<file path="config.mk">
export PLATFORM = sky130hd
export DESIGN_NAME = decode_stage
export DESIGN_NICKNAME = d
export VERILOG_FILES = /design/src/rtl/decode_stage.sv
export SDC_FILE = /design/constraint.sdc
export NUM_CORES = 1
export LEC_CHECK = 0
export ABC_CLOCK_PERIOD_IN_PS = 4550
export BUFFER_PORTS_ARGS = -buffer_cell sky130_fd_sc_hd__buf_2
export CAP_MARGIN = 20
export CORE_MARGIN = 1
export CORE_UTILIZATION = 45
export DETAILED_ROUTE_END_ITERATION = 8
export PLACE_DENSITY = 0.7
export REMOVE_ABC_BUFFERS = 1
export SYNTH_ARGS = -nofsm -noshare
export SYNTH_HDL_FRONTEND = slang
export SYNTH_SLANG_ARGS = --single-unit
</file>
<file path="constraint.sdc">
create_clock -name clk -period 4.55 [get_ports clk]
set_clock_uncertainty 0.1 [all_clocks]
set_input_delay 0.91 -clock clk [delete_from_list [all_inputs] [get_ports clk]]
set_output_delay 0.91 -clock clk [all_outputs]
set_load 0.005 [all_outputs]
</file>
<file path="src/rtl/decode_stage.sv">
// decode_stage: single-entry instruction decode stage with valid/ready
// handshake on both sides.
//   clk, rst_n            : clock, asynchronous active-low reset
//   in_valid/in_ready     : upstream handshake, instr[15:0] opcode in [15:12]
//   flush                 : synchronous kill of held and offered instruction
//   out_valid/out_ready   : downstream handshake for the registered bundle
//   rd, rs, rt, ctrl, cond, imm, call, offset : decoded bundle fields
//   halted                : stage sits in HALTED after accepting HLT
//   stall_cnt             : saturating count of load-use bubble cycles
module decode_stage #(
  parameter logic [3:0] LINK_REG    = 4'hF,
  parameter int         HAZARD_EN   = 1,
  parameter int         HALT_STICKY = 1
) (
  input  logic        clk,
  input  logic        rst_n,
  input  logic        in_valid,
  output logic        in_ready,
  input  logic [15:0] instr,
  input  logic        flush,
  output logic        out_valid,
  input  logic        out_ready,
  output logic [3:0]  rd,
  output logic [3:0]  rs,
  output logic [3:0]  rt,
  output logic [6:0]  ctrl,
  output logic [2:0]  cond,
  output logic [8:0]  imm,
  output logic [11:0] call,
  output logic [3:0]  offset,
  output logic        halted,
  output logic [15:0] stall_cnt
);

  typedef enum logic [1:0] {RUN, BUBBLE, HALTED} state_t;

  state_t      state_reg;
  logic        out_valid_reg;
  logic [3:0]  rd_reg, rs_reg, rt_reg, offset_reg;
  logic [6:0]  ctrl_reg;
  logic [2:0]  cond_reg;
  logic [8:0]  imm_reg;
  logic [11:0] call_reg;
  logic [15:0] stall_cnt_reg;

  // Decoded view of the offered instruction
  logic [3:0]  rd_next, rs_next, rt_next, offset_next;
  logic [6:0]  ctrl_next;
  logic [2:0]  cond_next;
  logic [8:0]  imm_next;
  logic [11:0] call_next;
  logic        rs_used, rt_used;   // which source fields are real register reads

  logic hazard;
  logic accept;

  always_comb begin
    rd_next     = 4'h0;
    rs_next     = 4'h0;
    rt_next     = 4'h0;
    offset_next = 4'h0;
    ctrl_next   = 7'h00;
    cond_next   = 3'h0;
    imm_next    = 9'h000;
    call_next   = 12'h000;
    rs_used     = 1'b0;
    rt_used     = 1'b0;
    case (instr[15:12])
      4'b1000: begin                      // LW
        rd_next     = instr[11:8];
        rs_next     = instr[7:4];
        offset_next = instr[3:0];
        ctrl_next   = 7'h03;
        rs_used     = 1'b1;
      end
      4'b1001: begin                      // SW
        rt_next     = instr[11:8];
        rs_next     = instr[7:4];
        offset_next = instr[3:0];
        ctrl_next   = 7'h04;
        rs_used     = 1'b1;
        rt_used     = 1'b1;
      end
      4'b1010, 4'b1011: begin             // LHB / LLB
        rd_next   = instr[11:8];
        rs_next   = instr[11:8];
        imm_next  = {1'b0, instr[7:0]};
        ctrl_next = 7'h01;
        rs_used   = 1'b1;
      end
      4'b1100: begin                      // B
        cond_next = instr[11:9];
        imm_next  = instr[8:0];
        ctrl_next = 7'h40;
      end
      4'b1101: begin                      // CALL
        call_next = instr[11:0];
        rd_next   = LINK_REG;
        ctrl_next = 7'h11;
      end
      4'b1110: begin                      // RET
        rs_next   = instr[7:4];
        ctrl_next = 7'h20;
        rs_used   = 1'b1;
      end
      4'b1111: begin                      // HLT
        ctrl_next = 7'h08;
      end
      default: begin                      // ALU ops 0000-0111
        rd_next   = instr[11:8];
        rs_next   = instr[7:4];
        rt_next   = instr[3:0];
        ctrl_next = 7'h01;
        rs_used   = 1'b1;
        rt_used   = 1'b1;
      end
    endcase
  end

  // Load-use: the held bundle is a load (mem_to_reg is unique to LW) whose
  // destination the offered instruction reads. R0 is treated like any other.
  assign hazard = (HAZARD_EN != 0) && out_valid_reg && ctrl_reg[1] && in_valid &&
                  ((rs_used && (rs_next == rd_reg)) || (rt_used && (rt_next == rd_reg)));

  assign in_ready = (state_reg == RUN) && !flush && !hazard && (!out_valid_reg || out_ready);
  assign accept   = in_valid && in_ready;

  always_ff @(posedge clk or negedge rst_n) begin
    if (!rst_n) begin
      state_reg     <= RUN;
      out_valid_reg <= 1'b0;
      rd_reg        <= 4'h0;
      rs_reg        <= 4'h0;
      rt_reg        <= 4'h0;
      offset_reg    <= 4'h0;
      ctrl_reg      <= 7'h00;
      cond_reg      <= 3'h0;
      imm_reg       <= 9'h000;
      call_reg      <= 12'h000;
      stall_cnt_reg <= 16'h0000;
    end else if (flush) begin
      out_valid_reg <= 1'b0;
      if (state_reg == BUBBLE)
        state_reg <= RUN;
      else if (state_reg == HALTED && HALT_STICKY == 0)
        state_reg <= RUN;
    end else begin
      case (state_reg)
        RUN: begin
          if (accept) begin
            out_valid_reg <= 1'b1;
            rd_reg        <= rd_next;
            rs_reg        <= rs_next;
            rt_reg        <= rt_next;
            offset_reg    <= offset_next;
            ctrl_reg      <= ctrl_next;
            cond_reg      <= cond_next;
            imm_reg       <= imm_next;
            call_reg      <= call_next;
            if (ctrl_next[3])
              state_reg <= HALTED;
          end else if (hazard && out_ready) begin
            // Load leaves; the dependent instruction waits out one bubble.
            out_valid_reg <= 1'b0;
            state_reg     <= BUBBLE;
            if (stall_cnt_reg != 16'hFFFF)
              stall_cnt_reg <= stall_cnt_reg + 16'd1;
          end else if (out_ready) begin
            out_valid_reg <= 1'b0;
          end
        end
        BUBBLE: begin
          state_reg <= RUN;
          if (out_ready)
            out_valid_reg <= 1'b0;
        end
        HALTED: begin
          if (out_ready)
            out_valid_reg <= 1'b0;
        end
        default: state_reg <= RUN;
      endcase
    end
  end

  assign out_valid = out_valid_reg;
  assign rd        = rd_reg;
  assign rs        = rs_reg;
  assign rt        = rt_reg;
  assign ctrl      = ctrl_reg;
  assign cond      = cond_reg;
  assign imm       = imm_reg;
  assign call      = call_reg;
  assign offset    = offset_reg;
  assign halted    = (state_reg == HALTED);
  assign stall_cnt = stall_cnt_reg;

endmodule

</file>
# Word level (Yosys, flattened, before mapping)

Cells that the tools add are included.

Input bits: 21
Bits in registers: 66
Memories: 0
Bits in read-only memories: 0
Bits in writable memories: 0
Latch bits: 0
Output and inout port bits: 66
Logic and storage cells: 78

Bitwise operators: 2
Divide/modulo/power cells: 0
$add $sub $neg: 1
Muxes and demuxes: 21
$lt $le $gt $ge: 0
Reduce and logical (&&, ||, !) cells: 26
Equal/unequal tests: 17
$mul: 0
Shifts and indexed selects: 0

Operator list:

| cell                                           | count |
|---|---|
| one-hot mux 7 bit (6 select lines)             | 1 |
| equality test 4 bit (second input constant)    | 8 |
| one-hot mux 4 bit (2 select lines)             | 3 |
| one-hot mux 9 bit (2 select lines)             | 1 |
| adder 16 x 1 -> 16 bit (second input constant) | 1 |
| != test 16 bit (second input constant)         | 1 |
| two-way mux 12 bit                             | 1 |
| logical AND 1 bit                              | 10 |
| two-way mux 2 bit                              | 5 |
| equality test 4 bit                            | 2 |
| OR reduction 7 bit                             | 1 |
| two-way mux 1 bit                              | 6 |
| OR reduction 2 bit                             | 3 |
| AND reduction 5 bit                            | 1 |
| two-way mux 4 bit                              | 1 |
| != test 4 x 3 -> 1 bit (second input constant) | 1 |
| != test 4 bit (second input constant)          | 1 |
| one-hot mux 2 bit (2 select lines)             | 1 |
| AND reduction 4 bit                            | 1 |
| OR reduction 4 bit                             | 1 |
| zero test 1 bit                                | 3 |
| two-way mux 3 bit                              | 1 |
| AND reduction 3 bit                            | 1 |
| nonzero test 3 bit                             | 1 |
| 9 further kinds                                | 11 |

# Logic depth before layout (Yosys ltp)

Gate-level depths: netlist (run 1).

Depth in word-level cells: 14
Depth in mapped cells: 13
Mapped depth without buffers: 8

# Worst setup path after synthesis (run 1)

No wires, ideal clock.

Path kind: input port to output port
Start point: input port instr[13]
End point: output port in_ready
Data arrival time: 2.230 ns
Buffers on the path: 1
Stages on the path: 8
Setup slack: 1.310 ns
Cell sequence: buf_4 and4bb_4 a21oi_2 xnor2_1 nor4_2 a41oi_2 nor2_1 nor2b_1

Cells in the longest elaborated chain, start to end: 10
Elaborated cells between the ends (all ways): 24

RTL lines:

| what                                                              | RTL line | text |
|---|---|---|
| start, declared                                                   | 19       | `input logic [15:0] instr,` |
| equality test 4 bit                                               | 68       | `case (instr[15:12])` |
| OR reduction 7 bit (no source line), or another cell as far along | n/a      |  |
| one-hot mux 4 bit (2 select lines)                                | 68       |  |
| equality test 4 bit                                               | 123      | `((rs_used && (rs_next == rd_reg)) \|\| (rt_used && (rt_next == rd_reg)));` |
| logical AND 1 bit                                                 | 123      |  |
| logical OR 1 bit (*)                                              | 123      |  |
| logical AND 1 bit (*)                                             | 122      | `assign hazard = (HAZARD_EN != 0) && out_valid_reg && ctrl_reg[1] && in_valid &&` |
| zero test 1 bit (*)                                               | 125      | `assign in_ready = (state_reg == RUN) && !flush && !hazard && (!out_valid_reg \|\| out_ready);` |
| logical AND 1 bit (*) (2 in a row)                                | 125      |  |
| end, declared                                                     | 18       | `output logic in_ready,` |

Mark *: on every way between the ends. The rest lies on a longest branch, timed or not.

# Worst setup path in the final report (run 1)

Same ends and word-level chain as after synthesis.

==> flow_summary.ini, run 1 <==
[run_status]
outcome = complete, no violations

[setup_path]
cp.required_ns = 3.54
ff2ff_path_depth = 7
startpoint_type = primary input
path_class = primary input to primary output
crit_fanout = 18
rr_endpoint = stall_cnt[1]$_DFFE_PN0P_
critPathArrivalTime_ns = 2.65
reg2reg_slack_ns = 1.86
cp-end-kind = primary output
r2r_start = stall_cnt[6]$_DFFE_PN0P_

[power_and_ir_drop]
power_frac_comb = 0.061
p_sw_mw = 0.272
peakVddDrop_mv = 0.183
powerDensity_nw_per_um2 = 306
seq_power_share = 0.487
clkPwrFrac = 0.452
switching_share = 0.225
leakagePower_nw = 1.99
intPower_mw = 0.933

[timing]
finalCriticalPeriod_ns = 3.66
finalMaxSlewViolations = 0
max-slew-margin-rel = 0.500
finalCritPeriodShare = 0.805
timing.setup.tns_ns = 0
hold_viol = 0
max_freq_mhz = 273
grt_setup_unrepaired = no
worst_pin_slew_ns = 0.749
setup_viol = 0

[cts]
cts-htree-levels = 3
ctsResizeCount = 0
clock_latency_ns = 0.35
cts_hold_buf = 0
cts_setup_buffers = 0
root_buffer = clkbuf_8
clock-sinks = 66
clockBufferDepth = 2
clk_pin_slew_ns = 0.07
cts_tree = yes
numCtsBuffers = 9

[finish]
num-nets-final = 445
drive_gt1_frac = 0.280
largest_register_ffs = 16
fin_cells = 521
diodes = 0
area_delta_synth_final_pct = 23.3

[routing]
vias = 2590
drt_iter0_drc = 164
route.antenna.remaining_nets = 0
routedWlPerCell_um = 14.3
drcViolationCount = 0
drtPass1Iterations = 4
viasPerCell = 4.97
wirelength_mm = 7.46

[hold_path]
hold_class = primary input to async pin

[floorplan]
die_h_um = 86.2
die-area_um2 = 7430
rows = 30
start_util = 0.467
io_pins = 87
die_w_um = 86.2
coreArea_um2 = 6830

[synth]
yosysMostFrequentCell = nand2_1
async_flop_share = 1.00
synth.distinct_cells = 37
ys_ff_latch = 66
synth_enable_flop_cells = 0
synthTopCellsByCount = 79 x nand2_1, 66 x dfrtp_1, 42 x o21ai_0
synth_area_leaders = dfrtp_1 52%, nand2_1 9.3%, o21ai_0 6.6%
synth_area_um2 = 3190
yosys_most_used_dff = dfrtp_1
yosysTopAreaCellShare = 0.518
syn_avg_cell_area_um2 = 9.49
synth-seq-area-share = 0.518
synth_top_area_cell = dfrtp_1
synthCells = 336
yosys_warnings = 0

[job]
maxCapViolCount = 0

[global_route]
grt_first_pass_wirelength_mm = 12.0
grt.overflow.total = 0
antenna_found_initial = 0
grt_pass1_vias = 2468
grt_max_degree = 45
track_usage = 0.212

[placement]
placed_cells = 504
gp_congestion = 0.793
portBuffers = 86
dp_hpwl_mm = 5.30
==> worst max-delay path by stage <==
stage	from	endpoint	slack, ns	cells after the start
global route	instr[13]	in_ready	0.70	9
detailed placement	instr[13]	in_ready	0.89	9
global placement	instr[13]	in_ready	0.95	9
floorplan	instr[13]	state_reg[1]$_DFFE_PN0P_	0.19	8
CTS	instr[13]	in_ready	0.88	9
finish	instr[13]	in_ready	0.89	9
==> worst max-delay path, stage by stage <==
cell and delay, ns:
buf_2 0.25, and4bb_4 0.31, a21oi_1 0.23, xnor2_1 0.16, nor4_2 0.06, a41oi_2 0.33, nor2_1 0.14, nor2b_1 0.13
buf_2 0.12
==> cells by family (layout without fill, tap and decap cells) <==
kind of cell,Yosys count,in the layout,synth area share
flops,66,66,0.518
xor+xnor,25,25,0.0687
compound gates,68,68,0.120
simple gates,141,141,0.214
mux,7,7,0.0243
buf+inv,25,114,0.0389
fa+ha+maj,4,4,0.0157
==> power groups by stage <==
| stage | logic (mW) | registers (mW) | clock network [mW] |
|---|---|---|---|
| 2_1_floorplan | 0.0302 | 0.598 | 0 |
| 3_3_place_gp | 0.0702 | 0.598 | 0 |
| 3_5_place_dp | 0.0723 | 0.598 | 0 |
| 4_1_cts | 0.0726 | 0.586 | 0.557 |
| 5_1_grt | 0.0828 | 0.586 | 0.578 |
| 6_report | 0.0736 | 0.586 | 0.544 |
==> layer usage <==
metal / global-route usage / up-vias / share of wire
met4: 0.0879 / 0 / 0.025
met2: 0.318 / 63 / 0.45
met3: 0.0505 / 15 / 0.045
li1: - / 1307 / -
met5: 0 / - / 0
met1: 0.295 / 1205 / 0.48
==> cell type report <==
cell class              count  area [um2]
clock buffers              11         141
well taps                  96         120
flip-flops and latches     66        1650
repair buffers             91         493
multi-input cells         245        1420
inverters                   7        26.3
clock inverters             5        77.6
fillers                   657        2900
==> per-stage QoR <==
step                total power, mW  worst slack [ns]  area (um2)  hold WS (ns)  utilization
floorplan                     0.628             0.186        3090         0.373            -
global placement              0.668             0.953        3690         0.355        0.540
detailed placement            0.670             0.895        3690         0.365        0.540
CTS                            1.22             0.879        3910         0.381        0.573
global route                   1.25             0.699        3930         0.304        0.575
finish                         1.20             0.887        3930         0.310        0.575
==> layout by cell type (no fill, tap or decap), types with 6 or more instances in the layout <==
cell type  synthesis  routed
nand2_1           79      79
clkbuf_8           0      10
xnor2_1           18      18
nor2b_1            7       7
nand3_1           12      12
nand2b_1           6       6
nand4_1            8       8
buf_2              9      86
o21ai_0           42      42
dfrtp_1           66      66
a21oi_1           16      16
mux2_2             6       6
nor2_1             8       8
inv_1              7       7
xor2_1             7       7
(Power assumes the default switching activity.)
==> run 2: changes to the inputs <==
ABC_AREA = 1   (was not set)
ABC_CLOCK_PERIOD_IN_PS = 3600   (was 4550)
PLACE_DENSITY = 0.69   (was 0.7)
clock period = 3.6 ns   (was 4.55 ns; I/O delays follow)
==> flow_summary.ini, run 2 <==
[power_and_ir_drop]
finalPower_mw = 1.93
peakVddDrop_mv = 0.322
leakagePower_nw = 2.31
powerDensity_nw_per_um2 = 464

[global_route]
grt_max_degree = 57
use_met1 = 0.302
grt.overflow.total = 0
met2_usage = 0.319
antenna_found_initial = 0
busiest_layer = met2
grt_first_pass_wirelength_mm = 13.9
track_usage = 0.212
grt_pass1_vias = 2883
use_met3 = 0.0362

[cts]
cts-htree-levels = 3
root_buffer = clkbuf_8
cts_setup_buffers = 0
ctsResizeCount = 0
cts_hold_buf = 0
clock_latency_ns = 0.34
clk_pin_slew_ns = 0.07
cts_tree = yes
clock-sinks = 66
numCtsBuffers = 9
clockBufferDepth = 2

[placement]
pre_cts_ws_ns = 0.671
gp_congestion = 0.918
dp_hpwl_mm = 6.00
placed_cells = 619
place_area_um2 = 4000
portBuffers = 86

[floorplan]
io_pins = 87
die_w_um = 90.3
start_util = 0.473
rows = 31
die_h_um = 90.3
coreArea_um2 = 7410
die-area_um2 = 8150

[synth]
synth_area_um2 = 3500
synth_area_leaders = dfrtp_1 47%, nand2_1 18%, nand3_1 5.1%
yosysMostFrequentCell = nand2_1
yosys_warnings = 0
synth_compound_area_frac = 0.0793
synth-seq-area-share = 0.471
synth_xor_area_frac = 0.0350
yosysTopAreaCellShare = 0.471
async_flop_share = 1.00
synth_top_family_by_area = simple AND/OR/NAND/NOR gates
synth.distinct_cells = 35
yosys_most_used_dff = dfrtp_1
synthAdderAreaFrac = 0.0143
muxShareOfSynthArea = 0
yosys.area_share.simple = 0.320
ys_ff_latch = 66
syn_avg_cell_area_um2 = 7.91
synth_enable_flop_cells = 0
synth_top_area_cell = dfrtp_1
synthTopCellsByCount = 164 x nand2_1, 66 x dfrtp_1, 46 x inv_1
synthCells = 443

[setup_path]
slowest_delay_ns = 0.26
rr_endpoint = stall_cnt[8]$_DFFE_PN0P_
cp_cell_sequence = buf_2 > inv_1 > nor2_1 > nand3_1 > o21ai_0 > nand2_1 > nand2_1 > nor2_1 > nand3_1 > nand2_2 > a21boi_0 > buf_2
path_class = primary input to primary output
startpoint_type = primary input
crit_family = simple AND/OR/NAND/NOR gates
path_buf_inv = 3
cp-end-kind = primary output
ff2ff_path_depth = 7
crit_fanout = 4
reg2reg_slack_ns = 1.31
crit_slowest_cell = nor2_1
cp_num_cells = 12
cp.required_ns = 2.78
r2r_start = stall_cnt[0]$_DFFE_PN0P_
critPathArrivalTime_ns = 2.17

[hold_path]
hold_class = primary input to async pin

[finish]
largest_register_ffs = 16
diodes = 0
drive_gt1_frac = 0.250
num-nets-final = 556
area_delta_synth_final_pct = 18.9
final_cell_mix = 164 x nand2_1, 86 x buf_2, 66 x dfrtp_1
nFillCells = 718
final_util = 0.562
final_common_cell = nand2_1
final_area_um2 = 4170
fin_cells = 635

[routing]
viasPerCell = 4.91
vias = 3119
drt_iter0_drc = 116
route.antenna.remaining_nets = 0
drtPass1Iterations = 5
routedWlPerCell_um = 13.0
drcViolationCount = 0
wirelength_mm = 8.24

[timing]
worst_pin_slew_ns = 0.519
max_freq_mhz = 334
grt_setup_unrepaired = no
timing.setup.tns_ns = 0
setup_ws_ns = 0.609
hold_viol = 0
finalMaxSlewViolations = 0
finalCritPeriodShare = 0.831
setup_viol = 0
hold_ws_ns = 0.314
max-slew-margin-rel = 0.654
finalCriticalPeriod_ns = 2.99

[job]
maxCapViolCount = 0

[run_status]
outcome = complete, no violations
-- run 2: changes by cell type in the layout (fill, tap and decap cells not counted), moves of 7 or more --
cell,delta
o21ai_0,-11
nor2_1,+10
nand3_1,+24
a21oi_1,-15
nor2b_1,-7
nand2_1,+85
xnor2_1,-14
inv_1,+39
-- run 2: cell type report --
cell class	count	area, um2	share of cell area
multi-input combinational	313	1570	0.377
inverter	51	196	0.0471
timing repair buffer	90	460	0.111
clock buffer	13	149	0.0357
clock inverter	3	15.0	0.00360
tap	99	124	0.0297
sequential	66	1650	0.396
-- run 2: how the worst max path moves through the flow --
| stage | startpoint | endpoint |
|---|---|---|
| global placement | instr[12] | in_ready |
| detailed placement | instr[12] | in_ready |
| finish | instr[12] | in_ready |
| CTS | instr[12] | in_ready |
| global route | instr[12] | in_ready |
| floorplan | instr[12] | call[0]$_DFFE_PN0P_ |
-- run 2: logic make-up after synthesis --
family	Yosys count
simple gates	249
flops	66
buf+inv	64
compound gates	46
xor+xnor	14
fa+ha+maj	4
-- run 2: where the power goes --
part	total [mW]	switching, mW	internal, mW
combinational	0.482	0.288	0.193
sequential	0.911	0.0639	0.847
clock	0.541	0.274	0.266
total	1.93	0.627	1.31
-- run 2: routing by layer --
metal,wire (um),vias up
li1,-,1579
met1,4120,1442
met2,3620,86
met3,378,12
met4,128,0
met5,0,-
==> run 3: changes to the inputs <==
ABC_CLOCK_PERIOD_IN_PS = 3000   (was 3600)
clock period = 3 ns   (was 3.6 ns; I/O delays follow)
==> flow_summary.ini, run 3 (synthesis results as in run 2) <==
[cts]
clock_latency_ns = 0.34
root_buffer = clkbuf_8
cts-htree-levels = 3
cts_tree = yes
numCtsBuffers = 9
cts_setup_buffers = 0
clk_pin_slew_ns = 0.07
clock-sinks = 66
cts_hold_buf = 0
clockBufferDepth = 2
ctsResizeCount = 0

[routing]
routedWlPerCell_um = 13.3
vias = 3121
drcViolationCount = 0
wirelength_mm = 8.48
viasPerCell = 4.91
route.antenna.remaining_nets = 0
drtPass1Iterations = 4
drt_iter0_drc = 164

[floorplan]
rows = 31
io_pins = 87
die-area_um2 = 8150
die_h_um = 90.3
coreArea_um2 = 7410
start_util = 0.473
die_w_um = 90.3

[setup_path]
rr_endpoint = call[1]$_DFFE_PN0P_
reg2reg_slack_ns = 0.78
r2r_start = state_reg[0]$_DFFE_PN0P_
cp-endpoint = in_ready
critPathArrivalTime_ns = 2.07
cp.required_ns = 2.30
path_class = primary input to primary output
crit_fanout = 4
ff2ff_path_depth = 9
crit_start = instr[12]
startpoint_type = primary input
cp-end-kind = primary output

[power_and_ir_drop]
powerDensity_nw_per_um2 = 581
leakagePower_nw = 2.34
finalPower_mw = 2.46
peakVddDrop_mv = 0.380

[finish]
largest_register_ffs = 16
nFillCells = 714
final_common_cell = nand2_1
area_delta_synth_final_pct = 20.6
drive_gt1_frac = 0.254
num-nets-final = 557
final_cell_mix = 164 x nand2_1, 86 x buf_2, 66 x dfrtp_1
diodes = 0
fin_cells = 635

[placement]
dp_hpwl_mm = 6.27
placed_cells = 620
gp_congestion = 0.941
portBuffers = 86

[timing]
setup_viol = 0
hold_viol = 0
max_freq_mhz = 361
timing.setup.tns_ns = 0
grt_setup_unrepaired = no
finalCriticalPeriod_ns = 2.77
worst_pin_slew_ns = 0.803
finalMaxSlewViolations = 0
finalCritPeriodShare = 0.924
max-slew-margin-rel = 0.465

[global_route]
grt_first_pass_wirelength_mm = 14.3
antenna_found_initial = 0
grt_pass1_vias = 2998
grt_max_degree = 42
track_usage = 0.219
grt.overflow.total = 0

[hold_path]
hold_class = primary input to async pin

[job]
maxCapViolCount = 0

[run_status]
outcome = complete, no violations
run 3: changes by cell type in the layout (fill, tap and decap cells not counted), sizes merged:
| cell | delta |
|---|---|
| buf | +1 |
| bufinv | +1 |
| clkinv | -2 |
run 3: final cells by class:
type,count,area [um2],share of cell area
clock buffers,13,169,0.0400
clock inverters,2,35.0,0.00829
inverters,51,196,0.0465
multi-input cells,313,1570,0.372
flip-flops and latches,66,1650,0.391
well taps,99,124,0.0293
repair buffers,91,480,0.114
run 3: worst min-delay path by stage:
| stage | startpoint | end | slack [ns] | cells past startpoint |
|---|---|---|---|---|
| 4_1_cts | rst_n | rd[2]$_DFFE_PN0P_ | 0.27 | 1 |
| 2_1_floorplan | rst_n | call[0]$_DFFE_PN0P_ | 0.20 | 0 |
| 5_1_grt | rst_n | call[9]$_DFFE_PN0P_ | 0.31 | 1 |
| 6_report | rst_n | call[9]$_DFFE_PN0P_ | 0.25 | 1 |
| 3_5_place_dp | rt[2]$_DFFE_PN0P_ | rt[2]$_DFFE_PN0P_ | 0.36 | 2 |
| 3_3_place_gp | ctrl[2]$_DFFE_PN0P_ | ctrl[2]$_DFFE_PN0P_ | 0.36 | 2 |
run 3: power by group:
part           internal (mW)  switching (mW)  total (mW)
Sequential              1.02          0.0808        1.10
Combinational          0.236           0.346       0.582
Clock                  0.447           0.331       0.778
run 3: layer usage:
layer  global-route usage  up-vias  wire, um
li1                     -     1581         -
met1                0.305     1456      4170
met2                0.344       76      3860
met3               0.0497        8       375
met4               0.0632        0        75
met5                    0        -         0
run 3: worst max-delay path: stages:
cell	delay (ns)
buf_2	0.10
inv_1	0.07
nor2_1	0.26
nand3_1	0.15
o21ai_0	0.13
nand2_1	0.07
nand2_1	0.06
nor2_1	0.04
nand3_1	0.07
nand2_2	0.08
a21boi_0	0.26
buf_2	0.18
run 3: through the flow:
stage	hold WS, ns	area [um2]	util	worst slack, ns
after floorplan	0.204	3420	-	0.178
after global placement	0.360	4020	0.543	0.325
after detailed placement	0.361	4020	0.543	0.306
after CTS	0.267	4230	0.571	0.279
after global routing	0.309	4230	0.571	0.0508
final	0.251	4230	0.571	0.229
